**src/rtl/uart_pkg.sv**
```systemverilog
`default_nettype none
// ============================================================================
// Module      : uart_pkg
// Description : Shared UART constants and transmit-arbiter FSM state encodings.
// Revision    : 1.0 - initial release
// ============================================================================
package uart_pkg;

    localparam int CLK_HZ      = 50_000_000;
    localparam int BIT_RATE    = 115_200;
    localparam int UART_DATA_W = 8;

    // Arbiter FSM encodings
    localparam int         ST_W    = 2;
    localparam logic [1:0] ST_IDLE = 2'd0;
    localparam logic [1:0] ST_XFER = 2'd1;
    localparam logic [1:0] ST_SEND = 2'd2;

endpackage
`default_nettype wire

```
**src/rtl/uart_rr_pick.sv**
```systemverilog
`default_nettype none
// ============================================================================
// Module      : uart_rr_pick
// Description : Combinational round-robin picker. Returns the first asserted
//               request found when searching upward from last+1 with wrap.
// Revision    : 1.0 - initial release
// ============================================================================
module uart_rr_pick #(
    parameter int N_REQ = 4,
    parameter int IDX_W = $clog2(N_REQ)
) (
    input  logic [N_REQ-1:0] req,
    input  logic [IDX_W-1:0] last,
    output logic [IDX_W-1:0] idx,
    output logic             any
);

    logic [IDX_W-1:0] cand;

    // Scan from the farthest offset down so the nearest request after 'last' wins
    always_comb begin
        idx  = '0;
        any  = 1'b0;
        cand = '0;
        for (int off = N_REQ; off >= 1; off--) begin
            cand = IDX_W'((int'(last) + off) % N_REQ);
            if (req[cand]) begin
                idx = cand;
                any = 1'b1;
            end
        end
    end

endmodule
`default_nettype wire

```
**src/rtl/uart_tx_arbiter.sv**
```systemverilog
`default_nettype none
// ============================================================================
// Module      : uart_tx_arbiter
// Description : Round-robin arbiter sharing one uart_tx serializer between
//               N_REQ byte sources, with burst limit and idle-grant timeout.
// Revision    : 1.0 - initial release
// ============================================================================
module uart_tx_arbiter
    import uart_pkg::*;
#(
    parameter int N_REQ        = 4,
    parameter int DATA_W       = UART_DATA_W,
    parameter int MAX_BURST    = 4,
    parameter int IDLE_TIMEOUT = 16
) (
    input  logic                    clk_i,
    input  logic                    nreset_i,
    input  logic [N_REQ-1:0]        req_valid_i,
    input  logic [N_REQ*DATA_W-1:0] req_data_i,
    input  logic [N_REQ-1:0]        req_last_i,
    output logic [N_REQ-1:0]        req_ready_o,
    output logic [DATA_W-1:0]       tx_data_o,
    output logic                    tx_ready_o,
    input  logic                    tx_valid_i,
    output logic [N_REQ-1:0]        grant_o,
    output logic                    busy_o
);

    localparam int IDX_W   = $clog2(N_REQ);
    localparam int BURST_W = $clog2(MAX_BURST + 1);
    localparam int IDLE_W  = $clog2(IDLE_TIMEOUT + 1);

    localparam logic [BURST_W-1:0] BURST_MAX  = BURST_W'(MAX_BURST);
    localparam logic [IDLE_W-1:0]  IDLE_SAT   = IDLE_W'(IDLE_TIMEOUT);
    // The cycle that brings idle_cnt up to IDLE_TIMEOUT is the one that releases the grant
    localparam logic [IDLE_W-1:0]  IDLE_LIMIT = IDLE_W'(IDLE_TIMEOUT - 1);

    logic [ST_W-1:0]    state;
    logic [ST_W-1:0]    state_nxt;
    logic [IDX_W-1:0]   g;
    logic [IDX_W-1:0]   last_grant;
    logic [IDX_W-1:0]   pick_idx;
    logic               pick_any;
    logic [DATA_W-1:0]  hold;
    logic               hold_last;
    logic [BURST_W-1:0] burst_cnt;
    logic [IDLE_W-1:0]  idle_cnt;
    logic [N_REQ-1:0]   g_onehot;
    logic [DATA_W-1:0]  sel_data;
    logic               sel_valid;
    logic               sel_last;
    logic               timeout_hit;
    logic               rotate;

    uart_rr_pick #(
        .N_REQ (N_REQ),
        .IDX_W (IDX_W)
    ) u_pick (
        .req  (req_valid_i),
        .last (last_grant),
        .idx  (pick_idx),
        .any  (pick_any)
    );

    generate
        for (genvar k = 0; k < N_REQ; k++) begin : g_onehot_dec
            assign g_onehot[k] = (g == IDX_W'(k));
        end
    endgenerate

    assign sel_valid   = req_valid_i[g];
    assign sel_last    = req_last_i[g];
    assign timeout_hit = !sel_valid && (idle_cnt >= IDLE_LIMIT);
    assign rotate      = hold_last || (burst_cnt == BURST_MAX);

    // Select the granted requester's data lane
    always_comb begin
        sel_data = '0;
        for (int k = 0; k < N_REQ; k++) begin
            if (g == IDX_W'(k)) begin
                sel_data = req_data_i[k*DATA_W +: DATA_W];
            end
        end
    end

    // State register
    always_ff @(posedge clk_i or negedge nreset_i) begin
        if (!nreset_i) begin
            state <= ST_IDLE;
        end else begin
            state <= state_nxt;
        end
    end

    // Next-state logic
    always_comb begin
        state_nxt = state;
        case (state)
            ST_IDLE: if (pick_any) state_nxt = ST_XFER;
            ST_XFER: begin
                if (sel_valid)        state_nxt = ST_SEND;
                else if (timeout_hit) state_nxt = ST_IDLE;
            end
            ST_SEND: begin
                if (tx_valid_i) state_nxt = rotate ? ST_IDLE : ST_XFER;
            end
            default: state_nxt = ST_IDLE;
        endcase
    end

    // Grant, hold register, burst/idle counters and round-robin pointer
    always_ff @(posedge clk_i or negedge nreset_i) begin
        if (!nreset_i) begin
            g          <= '0;
            last_grant <= IDX_W'(N_REQ - 1);
            hold       <= '0;
            hold_last  <= 1'b0;
            burst_cnt  <= '0;
            idle_cnt   <= '0;
        end else begin
            case (state)
                ST_IDLE: begin
                    if (pick_any) begin
                        g         <= pick_idx;
                        burst_cnt <= '0;
                        idle_cnt  <= '0;
                    end
                end
                ST_XFER: begin
                    if (sel_valid) begin
                        hold      <= sel_data;
                        hold_last <= sel_last;
                        if (burst_cnt != BURST_MAX) burst_cnt <= burst_cnt + BURST_W'(1);
                        idle_cnt  <= '0;
                    end else if (timeout_hit) begin
                        last_grant <= g;
                        idle_cnt   <= '0;
                    end else if (idle_cnt != IDLE_SAT) begin
                        idle_cnt <= idle_cnt + IDLE_W'(1);
                    end
                end
                ST_SEND: begin
                    if (tx_valid_i) begin
                        if (rotate) last_grant <= g;
                        else        idle_cnt   <= '0;
                    end
                end
                default: ;
            endcase
        end
    end

    // Outputs decoded from state; tx_ready_o falls as soon as reset forces IDLE
    always_comb begin
        req_ready_o = (state == ST_XFER) ? g_onehot : '0;
        grant_o     = (state != ST_IDLE) ? g_onehot : '0;
        tx_ready_o  = (state == ST_SEND);
        tx_data_o   = (state == ST_SEND) ? hold : '0;
        busy_o      = (state != ST_IDLE);
    end

endmodule
`default_nettype wire

```
**config.mk**
```make
export PLATFORM = sky130hd
export DESIGN_NAME = uart_tx_arbiter
export DESIGN_NICKNAME = d
export VERILOG_FILES = /design/src/rtl/uart_pkg.sv /design/src/rtl/uart_rr_pick.sv /design/src/rtl/uart_tx_arbiter.sv
export SDC_FILE = /design/constraint.sdc
export NUM_CORES = 1
export LEC_CHECK = 0
export BUFFER_PORTS_ARGS = -buffer_cell sky130_fd_sc_hd__buf_2
export CELL_PAD_IN_SITES_DETAIL_PLACEMENT = 1
export CELL_PAD_IN_SITES_GLOBAL_PLACEMENT = 1
export CORE_MARGIN = 1
export CORE_UTILIZATION = 36
export DETAILED_ROUTE_END_ITERATION = 8
export MAX_ROUTING_LAYER = met4
export PLACE_DENSITY = 0.8
export SETUP_SLACK_MARGIN = 0.2
export SYNTH_ARGS = -nofsm -noshare
export SYNTH_HDL_FRONTEND = slang
export SYNTH_SLANG_ARGS = --single-unit
```
**constraint.sdc**
```tcl
create_clock -name clk_i -period 2.7 [get_ports clk_i]
set_input_delay 0.27 -clock clk_i [delete_from_list [all_inputs] [get_ports clk_i]]
set_output_delay 0.27 -clock clk_i [all_outputs]
set_load 0.005 [all_outputs]
```
### After elaboration in Yosys (flattened, before gate mapping)

Index checks and enable logic that the tools add are counted.

* bits in registers: 23
* output and inout bits: 18
* input bits: 43
* logic and storage cells: 101

* eq/ne operators: 18
* reductions and logical operators: 15
* add/sub/neg operators: 6
* magnitude comparators: 6
* multiplexer cells: 49

Operators with widths (count)
* 8-bit 2-to-1 mux: 5
* 5-bit 2-to-1 mux: 6
* 2-bit 2-to-1 mux: 12
* 2-bit by 3-bit < comparator with 1-bit output, second input constant: 5
* 5-bit case mux with 3 select lines: 1
* 1-bit binary-select mux with 2-bit select: 6
* 2-bit != test, second input constant: 6
* 1-bit 2-to-1 mux: 11
* 5-bit AND reduction: 2
* 3-bit 2-to-1 mux: 3
* 4-bit 2-to-1 mux: 2
* 2-bit equality test, second input constant: 3
* 3-bit != test, second input constant: 2
* 2-bit case mux with 3 select lines: 1
* 3-bit case mux with 2 select lines: 1
* 2-bit nonzero test: 3
* 5-bit by 1-bit adder with 5-bit output, second input constant: 1
* 5-bit by 4-bit greater-or-equal comparator with 1-bit output, second input constant: 1
* 5-bit != test, second input constant: 1
* 2-bit by 1-bit adder with 2-bit output, second input constant: 2
* 2-bit adder, second input constant: 2
* 2-bit by 1-bit equality test with 1-bit output, second input constant: 2
* 2-bit logical NOT: 2
* 2-bit by 1-bit != test with 1-bit output, second input constant: 2
* 11 further kinds: 12

### Longest topological paths before layout

Gate-level depths: netlist of run 1.

* word-level depth: 9
* mapped depth: 6
* depth with buffers taken out: 6

### By module

From an unflattened synthesis of run 1, not the netlist that was laid out.

* cells, all modules: 140
* area, all modules: 1539.0 sq um

Modules (own cells, without submodules)
* uart_tx_arbiter: area an instance 1447.6 sq um, instances 1, cells each 126, seq. area each 578.1 sq um
* uart_rr_pick: area an instance 91.3 sq um, instances 1, cells each 14, seq. area each 0.0 sq um

### Worst setup path after synthesis of run 1

Ideal clock, no wire load.

* kind: register to register
* from: register idle_cnt[0]
* to: register last_grant[0]
* path buffers: 0
* period minus slack after synthesis: 1.861 ns
* arrival time: 1.779 ns
* cell stages (with the launch flop): 7
* path slack: 0.839 ns
* required time: 2.618 ns
* setup time: 0.082 ns
* cell sequence: dfrtp_1 > ha_1 > and3_1 > ha_1 > a211o_1 > a2bb2oi_1 > mux2_2

* longest elaborated chain between the ends: 4

RTL lines
* start, declared: RTL line uart_tx_arbiter.sv:47 `logic [IDLE_W-1:0] idle_cnt;`
* start signal, assigned: RTL line uart_tx_arbiter.sv:139 `idle_cnt <= idle_cnt + IDLE_W'(1);`
* 5-bit by 4-bit greater-or-equal comparator with 1-bit output: RTL line uart_tx_arbiter.sv:73 `assign timeout_hit = !sel_valid && (idle_cnt >= IDLE_LIMIT);`
* 1-bit logical AND: RTL line uart_tx_arbiter.sv:73
* 2-bit != test (no line)
* 5-bit AND reduction (no line)
* end signal, assigned: RTL line uart_tx_arbiter.sv:115 `last_grant <= IDX_W'(N_REQ - 1);`
* end signal, assigned: RTL line uart_tx_arbiter.sv:136 `last_grant <= g;`
* end signal, assigned: RTL line uart_tx_arbiter.sv:144 `if (rotate) last_grant <= g;`
* end, declared: RTL line uart_tx_arbiter.sv:41 `logic [IDX_W-1:0] last_grant;`

Every way passes these cells.
A chain may end at the register's enable or synchronous reset.

### Worst setup path after layout of run 1

* from: register g[1]
* to: register burst_cnt[2]

* longest elaborated chain between the ends: 4

RTL lines
* start, declared: RTL line uart_tx_arbiter.sv:40 `logic [IDX_W-1:0] g;`
* start signal, assigned: RTL line uart_tx_arbiter.sv:124 `g <= pick_idx;`
* 1-bit binary-select mux with 2-bit select: RTL line uart_tx_arbiter.sv:71 `assign sel_valid = req_valid_i[g];`
* 1-bit 2-to-1 mux (implied by the code): RTL line uart_tx_arbiter.sv:71
* 2-bit != test (no line)
* 4-bit AND reduction (no line)
* end signal, assigned: RTL line uart_tx_arbiter.sv:133 `if (burst_cnt != BURST_MAX) burst_cnt <= burst_cnt + BURST_W'(1);`
* end, declared: RTL line uart_tx_arbiter.sv:46 `logic [BURST_W-1:0] burst_cnt;`

Every way passes these cells. The select of a mux whose other input is x is not followed.

==> results of run 1 <==
worst max-delay path, stage by stage, from the launching register on:
cell and delay, ns:
sky130_fd_sc_hd__dfrtp_1 0.78, sky130_fd_sc_hd__mux4_2 0.40, sky130_fd_sc_hd__nand3_2 0.29, sky130_fd_sc_hd__o311ai_1 0.33, sky130_fd_sc_hd__o31ai_1 0.11
through the flow:
stage / instances / util (%) / hold WS [ns] / cell area [um^2]
final: 246 / 47.6 / 0.221 / 1920
after global routing: 246 / 47.6 / 0.215 / 1920
after CTS: 246 / 47.6 / 0.223 / 1920
after detailed placement: 241 / 46.2 / 0.271 / 1860
after global placement: 241 / 46.2 / 0.263 / 1860
after floorplan: 136 / - / -0.0256 / 1530
worst paths after layout:
path                                                  end                 from  slack (ns)  cells after the start
worst min register to register        hold[4]$_DFFE_PN0P_  hold[4]$_DFFE_PN0P_        0.50                      1
max in group asynchronous       last_grant[0]$_DFFE_PN1P_             nreset_i        1.84                      2
worst max register to register   burst_cnt[2]$_DFFE_PN0P_     g[1]$_DFFE_PN0P_        0.66                      4
worst min-delay path                 state[1]$_DFFE_PN0P_           tx_valid_i        0.22                      2
worst max-delay path             burst_cnt[2]$_DFFE_PN0P_     g[1]$_DFFE_PN0P_        0.66                      4
min in group asynchronous        burst_cnt[2]$_DFFE_PN0P_             nreset_i        0.50                      2
logic make-up (layout without fill, tap and decap cells):
| group | Yosys count | in the layout | synth area share (%) |
|---|---|---|---|
| compound gates | 23 | 23 | 10.9 |
| fa+ha+maj | 5 | 5 | 4.10 |
| simple gates | 42 | 42 | 14.8 |
| flops | 23 | 23 | 37.9 |
| buf+inv | 18 | 78 | 5.25 |
| mux | 25 | 25 | 27.0 |
registers in the layout, summed over array words and instances, names as in the netlist:
| register | cells |
|---|---|
| hold_last | 1 |
| state | 2 |
| last_grant | 2 |
| g | 2 |
| burst_cnt | 3 |
| idle_cnt | 5 |
| hold | 8 |
area by class of cell:
| class | instances | area [um^2] | area share [%] |
|---|---|---|---|
| clock buffers | 3 | 41.3 | 2.15 |
| clock inverters | 1 | 7.51 | 0.391 |
| inverters | 12 | 45.0 | 2.35 |
| multi-input cells | 95 | 867 | 45.2 |
| flip-flops and latches | 23 | 578 | 30.1 |
| well taps | 50 | 62.6 | 3.26 |
| repair buffers | 62 | 318 | 16.6 |
synth_stat cells (2+ instances only):
library cell	n	area share, %
sky130_fd_sc_hd__clkbuf_1	2	0.49
sky130_fd_sc_hd__ha_1	5	4.1
sky130_fd_sc_hd__nand2b_1	7	2.9
sky130_fd_sc_hd__mux2_2	11	8.1
sky130_fd_sc_hd__and2_1	9	3.7
sky130_fd_sc_hd__a31oi_1	2	0.82
sky130_fd_sc_hd__o31ai_1	2	0.98
sky130_fd_sc_hd__and3_1	2	0.82
sky130_fd_sc_hd__o22ai_1	3	1.2
sky130_fd_sc_hd__a21oi_1	4	1.3
sky130_fd_sc_hd__mux4_2	4	5.9
sky130_fd_sc_hd__nor2_1	9	2.2
sky130_fd_sc_hd__inv_1	12	3.0
sky130_fd_sc_hd__nand2_1	7	1.7
sky130_fd_sc_hd__dfrtp_1	21	34
sky130_fd_sc_hd__nor2b_1	2	0.82
sky130_fd_sc_hd__nor3_1	2	0.66
sky130_fd_sc_hd__o21ai_0	3	0.98
sky130_fd_sc_hd__mux4_1	6	10
sky130_fd_sc_hd__mux2i_1	4	2.6
sky130_fd_sc_hd__dfstp_2	2	3.4
power by group:
group | internal [mW] | switching [mW] | total [mW]
clock network | 0.104 | 0.118 | 0.222
logic | 0.470 | 0.423 | 0.892
registers | 0.493 | 0.155 | 0.648
metal layers:
layer / global-route usage, % / up-vias / routed length [um]
met5: - / - / 0
li1: - / 613 / -
met2: 38.3 / 21 / 2330
met3: 1.54 / 6 / 94
met1: 25.0 / 647 / 1630
met4: 6.38 / 0 / 65
==> results_tabular.tex, run 1 <==
\begin{tabular}{lr}
\hline
Metric & Value \\
\hline
\multicolumn{2}{l}{\textbf{STA}} \\
\quad Worst-case setup margin in the final layout & 0.663 ns \\
\quad Unrepaired setup endpoints after global routing & no \\
\quad Min Clock Period, post-route & 2.04 ns \\
\quad Hold violation total from the final report & 0 \\
\quad Slew headroom & 55.3\% \\
\quad Total negative slack for setup checks & 0 ns \\
\quad Final Cycle Share & 75.4\% \\
\quad Max Clock Skew & 0.00461 ns \\
\quad Peak clock frequency supported by timing & 491 MHz \\
\quad Max Slew Vio Count & 0 \\
\quad Number of setup violations in the final report & 0 \\
\quad Transition time at the pin with the least slew margin & 0.670 ns \\
\multicolumn{2}{l}{\textbf{Synthesis}} \\
\quad Number of flip-flops and latches in the synthesized netlist & 23 \\
\quad Count of flip-flops with a built-in enable after synthesis & 0 \\
\quad Total standard cell area after synthesis & 1530 um\^{}2 \\
\quad Post-synthesis sequential area ratio & 37.9\% \\
\quad Post-Synthesis Cells & 136 \\
\quad Asr flop ratio synth & 100\% \\
\quad Synthesis Warnings & 0 \\
\quad Post-synth top flop & sky130\_fd\_sc\_hd\_\_dfrtp\_1 \\
\quad Syn nets & 184 \\
\quad Synth cell types & 38 \\
\quad Synthesized area per cell & 11.2 um\^{}2 \\
\multicolumn{2}{l}{\textbf{Cells and area}} \\
\quad N\_diodes & 0 \\
\quad Proportion of layout cells with a drive suffix above 1 & 43.4\% \\
\quad Most frequent standard cell in the layout excluding fill and tap cells & sky130\_fd\_sc\_hd\_\_buf\_2 \\
\quad Net count, final & 245 \\
\quad Commonest cells after routing, fill and taps aside & 60 x sky130\_fd\_sc\_hd\_\_buf\_2, 21 x sky130\_fd\_sc\_hd\_\_dfrtp\_1, 12 x sky130\_fd\_sc\_hd\_\_inv\_1 \\
\quad Fill count & 482 \\
\quad Area Growth Syn to Fin & 25.8\% \\
\multicolumn{2}{l}{\textbf{Clocking}} \\
\quad Cell chosen for the clock root & sky130\_fd\_sc\_hd\_\_clkbuf\_8 \\
\quad Number of buffers inserted to repair setup after CTS & 0 \\
\quad Clock tree from TritonCTS & yes \\
\quad Clk\_lat worst skew & 0.27 ns \\
\quad Hold buffers post-CTS & 1 \\
\quad Deepest level of the CTS H-tree & 1 \\
\quad Number of resized instances in the post-cts repair step & 0 \\
\quad Clk sinks & 23 \\
\quad Longest Clk Path Bufs & 2 \\
\quad Number of CTS-inserted buffers & 3 \\
\quad Clock slew at the register clock pins of the worst setup and hold paths & 0.09 ns \\
\multicolumn{2}{l}{\textbf{Floorplan}} \\
\quad Starting Density & 37.9\% \\
\quad Die Span Y & 67.1 um \\
\quad Floorplan Core Area & 4030 um\^{}2 \\
\quad Placement row count & 23 \\
\quad Die Span X & 67.1 um \\
\quad Number of ports placed on the die boundary & 61 \\
\quad Die Footprint & 4500 um\^{}2 \\
\multicolumn{2}{l}{\textbf{Worst setup path}} \\
\quad Crit path arrival time & 2.18 ns \\
\quad Type of element launching the critical path & register \\
\quad Crit. End Element & register \\
\quad Data required time at the worst endpoint & 2.85 ns \\
\quad Category of the most critical setup path & reg2reg \\
\quad Critical path fanouts, max & 17 \\
\multicolumn{2}{l}{\textbf{Route}} \\
\quad Count of routing violations after the opening detailed-route iteration & 28 \\
\quad Final WL & 4.12 mm \\
\quad Routed length per instance & 16.7 um \\
\quad Post-DR vias/cell & 5.23 \\
\quad Antenna viol nets, final & 0 \\
\quad Via count & 1287 \\
\quad Detailed Routing Iterations Pass 1 & 4 \\
\quad Number of remaining DRC errors & 0 \\
\multicolumn{2}{l}{\textbf{GRT}} \\
\quad Global-route wire length before repair & 6.83 mm \\
\quad GRT overflow & 0 \\
\quad Global routing usage summed across all routing layers & 21.2\% \\
\quad Via count of the first global-routing pass & 1428 \\
\quad Antenna violations before repair & 0 \\
\quad Largest net degree at the start of global routing & 24 \\
\multicolumn{2}{l}{\textbf{Pwr}} \\
\quad PD cells & 918 nW/um\^{}2 \\
\quad Power Total & 1.76 mW \\
\quad Maximum vdd drop & 267 uV \\
\quad Static leakage & 0.955 nW \\
\multicolumn{2}{l}{\textbf{Outcome}} \\
\quad Outcome & finished clean \\
\multicolumn{2}{l}{\textbf{Placement}} \\
\quad Detailed Place HPWL & 3.25 mm \\
\quad Routability Congestion & 0.734 \\
\quad Setup Slack @ Placement & 0.653 ns \\
\quad IO Port Bufs & 60 \\
\multicolumn{2}{l}{\textbf{Hold path}} \\
\quad Path type of the worst min-delay path & in2reg \\
\multicolumn{2}{l}{\textbf{Run}} \\
\quad Number of maximum-capacitance violations & 0 \\
\hline
\end{tabular}
(Power assumes the default switching activity.)
==> inputs of run 2 (changes only) <==
--- a/config.mk
+++ b/config.mk
@@ -5,14 +5,15 @@
 export SDC_FILE = /design/constraint.sdc
 export NUM_CORES = 1
 export LEC_CHECK = 0
+export ABC_AREA = 1
 export BUFFER_PORTS_ARGS = -buffer_cell sky130_fd_sc_hd__buf_2
 export CELL_PAD_IN_SITES_DETAIL_PLACEMENT = 1
 export CELL_PAD_IN_SITES_GLOBAL_PLACEMENT = 1
 export CORE_MARGIN = 1
-export CORE_UTILIZATION = 36
+export CORE_UTILIZATION = 30
 export DETAILED_ROUTE_END_ITERATION = 8
 export MAX_ROUTING_LAYER = met4
-export PLACE_DENSITY = 0.8
+export PLACE_DENSITY = 0.76
 export SETUP_SLACK_MARGIN = 0.2
 export SYNTH_ARGS = -nofsm -noshare
 export SYNTH_HDL_FRONTEND = slang
==> constraint.sdc (replaced) <==
create_clock -name clk_i -period 1.7 [get_ports clk_i]
set_input_delay 0.17 -clock clk_i [delete_from_list [all_inputs] [get_ports clk_i]]
set_output_delay 0.17 -clock clk_i [all_outputs]
set_load 0.005 [all_outputs]
==> run 2 against run 1 <==
Against the previous run:
- combinational power rose to 3.5 times the previous value
- flip-flop and latch count unchanged
- non-clock buffer count increased by 34
- critical endpoint is now last_grant[0]$_DFFE_PN1P_
- largest power group unchanged
==> results_tabular.tex, run 2 <==
\begin{tabular}{lr}
\hline
Metric & Value \\
\hline
\multicolumn{2}{l}{\textbf{Worst setup path}} \\
\quad Count of buffer and inverter cells on the critical path & 0 (unchanged) \\
\quad R2r startpoint & idle\_cnt[1]\$\_DFFE\_PN0P\_ (was g[1]\$\_DFFE\_PN0P\_) \\
\quad Data required time at the worst endpoint & 1.91 ns (was 2.85 ns) \\
\quad Crit. End Element & register (unchanged) \\
\quad Slowest Stage Delay on Critical Path & 0.37 ns (was 0.78 ns) \\
\quad First element of the critical path & idle\_cnt[1]\$\_DFFE\_PN0P\_ (was g[1]\$\_DFFE\_PN0P\_) \\
\quad Critical path fanouts, max & 3 (was 17) \\
\quad Cell class contributing the biggest share of worst-path delay & simple AND/OR/NAND/NOR gates (was flip-flops) \\
\quad Type of element launching the critical path & register (unchanged) \\
\quad CP cell instances & ha\_2 > nand2\_1 > nor2\_1 > ha\_2 > nor2\_2 > nand2\_2 > nand3\_2 > nand2\_2 > nand2\_2 > nand2\_1 > nand2\_1 (was mux4\_2 > nand3\_2 > o311ai\_1 > o31ai\_1) \\
\quad Cell at the slowest stage of the critical path & sky130\_fd\_sc\_hd\_\_dfrtp\_1 (unchanged) \\
\quad Category of the most critical setup path & reg2reg (unchanged) \\
\quad Crit path arrival time & 1.76 ns (was 2.18 ns) \\
\multicolumn{2}{l}{\textbf{Synthesis}} \\
\quad Most frequent cell after synthesis & sky130\_fd\_sc\_hd\_\_nand2\_1 (was sky130\_fd\_sc\_hd\_\_dfrtp\_1) \\
\quad Ranking of synthesized cells by instance count & 89 x sky130\_fd\_sc\_hd\_\_nand2\_1, 34 x sky130\_fd\_sc\_hd\_\_inv\_1, 30 x sky130\_fd\_sc\_hd\_\_nand3\_1 (was 21 x sky130\_fd\_sc\_hd\_\_dfrtp\_1, 12 x sky130\_fd\_sc\_hd\_\_inv\_1, 11 x sky130\_fd\_sc\_hd\_\_mux2\_2) \\
\quad Count of flip-flops with a built-in enable after synthesis & 0 (unchanged) \\
\quad Number of flip-flops and latches in the synthesized netlist & 23 (unchanged) \\
\quad Total standard cell area after synthesis & 1670 um\^{}2 (was 1530 um\^{}2) \\
\quad Top post-synthesis cells by area & sky130\_fd\_sc\_hd\_\_dfrtp\_1 31\%, sky130\_fd\_sc\_hd\_\_nand2\_1 20\%, sky130\_fd\_sc\_hd\_\_nand3\_1 9.0\% (was sky130\_fd\_sc\_hd\_\_dfrtp\_1 34\%, sky130\_fd\_sc\_hd\_\_mux4\_1 10\%, sky130\_fd\_sc\_hd\_\_mux2\_2 8.1\%) \\
\quad Synthesized area per cell & 6.53 um\^{}2 (was 11.2 um\^{}2) \\
\quad Synthesis Warnings & 0 (unchanged) \\
\quad Biggest area consumer among synthesized cells & sky130\_fd\_sc\_hd\_\_dfrtp\_1 (unchanged) \\
\quad Synth cell types & 26 (was 38) \\
\quad Asr flop ratio synth & 100\% (unchanged) \\
\quad Fraction of post-synthesis cell area in the top cell type by area & 31.4\% (was 34.5\%) \\
\quad Syn nets & 304 (was 184) \\
\quad Post-Synthesis Cells & 256 (was 136) \\
\quad Post-synthesis sequential area ratio & 34.6\% (was 37.9\%) \\
\quad Post-synth top flop & sky130\_fd\_sc\_hd\_\_dfrtp\_1 (unchanged) \\
\multicolumn{2}{l}{\textbf{STA}} \\
\quad Number of setup violations in the final report & 0 (unchanged) \\
\quad Max Clock Skew & 0.00354 ns (was 0.00461 ns) \\
\quad Slew headroom & 63.5\% (was 55.3\%) \\
\quad Peak clock frequency supported by timing & 645 MHz (was 491 MHz) \\
\quad Total negative slack for setup checks & 0 ns (unchanged) \\
\quad Transition time at the pin with the least slew margin & 0.547 ns (was 0.670 ns) \\
\quad Max Slew Vio Count & 0 (unchanged) \\
\quad Unrepaired setup endpoints after global routing & yes (was no) \\
\quad Final Cycle Share & 91.3\% (was 75.4\%) \\
\quad Hold violation total from the final report & 0 (unchanged) \\
\quad Min Clock Period, post-route & 1.55 ns (was 2.04 ns) \\
\multicolumn{2}{l}{\textbf{Hold path}} \\
\quad Worst hold path startpoint & req\_data\_i[30] (was tx\_valid\_i) \\
\quad Path type of the worst min-delay path & in2reg (unchanged) \\
\multicolumn{2}{l}{\textbf{GRT}} \\
\quad Met3 routing resource usage after global routing & 1.79\% (was 1.54\%) \\
\quad Via count of the first global-routing pass & 2047 (was 1428) \\
\quad Largest net degree at the start of global routing & 24 (unchanged) \\
\quad Antenna violations before repair & 0 (unchanged) \\
\quad Layer with the highest usage & met2 (unchanged) \\
\quad GR Util met1 & 25.2\% (was 25.0\%) \\
\quad Met2 demand-to-capacity share in global routing & 35.6\% (was 38.3\%) \\
\quad Global-route wire length before repair & 9.32 mm (was 6.83 mm) \\
\quad GRT overflow & 0 (unchanged) \\
\quad Global routing usage summed across all routing layers & 20.6\% (was 21.2\%) \\
\multicolumn{2}{l}{\textbf{Route}} \\
\quad Via count & 1998 (was 1287) \\
\quad Final WL & 6.08 mm (was 4.12 mm) \\
\quad Number of remaining DRC errors & 0 (unchanged) \\
\quad Detailed Routing Iterations Pass 1 & 4 (unchanged) \\
\quad Routed length per instance & 14.4 um (was 16.7 um) \\
\quad Post-DR vias/cell & 4.73 (was 5.23) \\
\quad Antenna viol nets, final & 0 (unchanged) \\
\quad Count of routing violations after the opening detailed-route iteration & 45 (was 28) \\
\multicolumn{2}{l}{\textbf{Cells and area}} \\
\quad Fill count & 707 (was 482) \\
\quad Most frequent standard cell in the layout excluding fill and tap cells & sky130\_fd\_sc\_hd\_\_nand2\_1 (was sky130\_fd\_sc\_hd\_\_buf\_2) \\
\quad Commonest cells after routing, fill and taps aside & 79 x sky130\_fd\_sc\_hd\_\_nand2\_1, 60 x sky130\_fd\_sc\_hd\_\_buf\_2, 30 x sky130\_fd\_sc\_hd\_\_inv\_1 (was 60 x sky130\_fd\_sc\_hd\_\_buf\_2, 21 x sky130\_fd\_sc\_hd\_\_dfrtp\_1, 12 x sky130\_fd\_sc\_hd\_\_inv\_1) \\
\quad N\_diodes & 0 (unchanged) \\
\quad Biggest register & hold (unchanged) \\
\quad Number of flip-flops in the largest register & 8 (unchanged) \\
\quad Proportion of layout cells with a drive suffix above 1 & 43.5\% (was 43.4\%) \\
\quad Net count, final & 401 (was 245) \\
\quad End-of-flow core utilization & 48.6\% (was 47.6\%) \\
\quad Largest registers ranked by flip-flop count & hold (8), idle\_cnt (5), burst\_cnt (3) (unchanged) \\
\quad Area Growth Syn to Fin & 52.3\% (was 25.8\%) \\
\quad Fin area & 2550 um\^{}2 (was 1920 um\^{}2) \\
\multicolumn{2}{l}{\textbf{Pwr}} \\
\quad Power Total & 4.48 mW (was 1.76 mW) \\
\quad Maximum vdd drop & 552 uV (was 267 uV) \\
\quad PD cells & 1760 nW/um\^{}2 (was 918 nW/um\^{}2) \\
\quad Static leakage & 1.40 nW (was 0.955 nW) \\
\multicolumn{2}{l}{\textbf{Floorplan}} \\
\quad Starting Density & 31.9\% (was 37.9\%) \\
\quad Floorplan Core Area & 5240 um\^{}2 (was 4030 um\^{}2) \\
\quad Die Footprint & 5880 um\^{}2 (was 4500 um\^{}2) \\
\quad Number of ports placed on the die boundary & 61 (unchanged) \\
\quad Die Span X & 76.7 um (was 67.1 um) \\
\quad Placement row count & 26 (was 23) \\
\quad Die Span Y & 76.7 um (was 67.1 um) \\
\multicolumn{2}{l}{\textbf{Clocking}} \\
\quad Clk\_lat worst skew & 0.27 ns (about the same) \\
\quad Deepest level of the CTS H-tree & 1 (unchanged) \\
\quad Clock tree from TritonCTS & yes (unchanged) \\
\quad Clk sinks & 23 (unchanged) \\
\quad Longest Clk Path Bufs & 2 (unchanged) \\
\quad Cell chosen for the clock root & sky130\_fd\_sc\_hd\_\_clkbuf\_8 (unchanged) \\
\quad Number of CTS-inserted buffers & 3 (unchanged) \\
\quad Clock slew at the register clock pins of the worst setup and hold paths & 0.09 ns (about the same) \\
\multicolumn{2}{l}{\textbf{Outcome}} \\
\quad Outcome & finished clean (unchanged) \\
\multicolumn{2}{l}{\textbf{Run}} \\
\quad Number of maximum-capacitance violations & 0 (unchanged) \\
\multicolumn{2}{l}{\textbf{Placement}} \\
\quad Routability Congestion & 0.796 (was 0.734) \\
\quad IO Port Bufs & 60 (unchanged) \\
\quad Placement-stage cell area & 2090 um\^{}2 (was 1860 um\^{}2) \\
\quad Detailed Place HPWL & 4.28 mm (was 3.25 mm) \\
\hline
\end{tabular}
[run 2: cell types whose count changed after synthesis, moves of 5 or more]
cell / delta
sky130_fd_sc_hd__mux4_1: -6
sky130_fd_sc_hd__nand2_1: +82
sky130_fd_sc_hd__o21ai_2: +6
sky130_fd_sc_hd__inv_1: +22
sky130_fd_sc_hd__nand2b_1: -7
sky130_fd_sc_hd__and2_1: -9
sky130_fd_sc_hd__o21ai_0: +10
sky130_fd_sc_hd__nand3_1: +30
sky130_fd_sc_hd__mux2_2: -11
sky130_fd_sc_hd__nor2_1: +14
sky130_fd_sc_hd__a21oi_1: +5
[run 2: per-layer routing]
| layer | vias to the layer above | wire length [um] |
|---|---|---|
| li1 | 1000 | - |
| met1 | 951 | 2560 |
| met2 | 40 | 3290 |
| met3 | 7 | 144 |
| met4 | 0 | 91 |
| met5 | - | 0 |
[run 2: final cells by class]
type	count	area [um^2]	area share (%)
multi-input cells	191	1070	41.9
repair buffers	96	608	23.9
flip-flops and latches	23	581	22.8
inverters	38	158	6.19
well taps	70	87.6	3.44
clock buffers	4	45.0	1.77
[run 2: worst min-delay path, stage by stage]
cell,delay (ns)
sky130_fd_sc_hd__buf_2,0.08
sky130_fd_sc_hd__o211ai_1,0.08
sky130_fd_sc_hd__o21ai_0,0.07
[run 2: power breakdown]
part	switching, mW	internal (mW)
logic	1.75	1.35
clock network	0.188	0.168
registers	0.234	0.790
total	2.17	2.31
[run 2: through the flow]
| step | setup WS [ns] | instances | hold WS [ns] |
|---|---|---|---|
| after CTS | 0.203 | 408 | 0.158 |
| after global placement | 0.133 | 389 | 0.177 |
| after global routing | 0.0444 | 422 | 0.164 |
| final | 0.148 | 422 | 0.157 |
| after detailed placement | 0.0146 | 389 | 0.184 |
| after floorplan | 0.263 | 256 | -0.126 |
[run 2: final timing paths]
kind / to / slack, ns / cells after the start
worst max-delay path: last_grant[0]$_DFFE_PN1P_ / 0.15 / 11
worst min-delay path: hold[6]$_DFFE_PN0P_ / 0.16 / 3
worst max register to register: last_grant[0]$_DFFE_PN1P_ / 0.15 / 11
worst min register to register: last_grant[1]$_DFFE_PN1P_ / 0.49 / 2
max in group asynchronous: g[0]$_DFFE_PN0P_ / 0.89 / 2
min in group asynchronous: hold[1]$_DFFE_PN0P_ / 0.42 / 2
[run 2: repair_timing]
item,4_1_cts,5_1_grt
buffers inserted,14,13
hold buffers,1,0
setup endpoints to repair,22,37
endpoints found under the hold margin,21,0
gates cloned,0,1
pin swaps,3,21
gates resized for setup,16,45
[run 2: logic make-up (layout without fill, tap and decap cells)]
group           Yosys count  in the layout  share of synthesized area (%)
compound gates           34             34                           12.4
xor+xnor                  2              2                           1.05
fa+ha+maj                 5              5                           3.74
buf+inv                  43            138                           10.4
flops                    23             23                           34.6
simple gates            149            150                           37.8
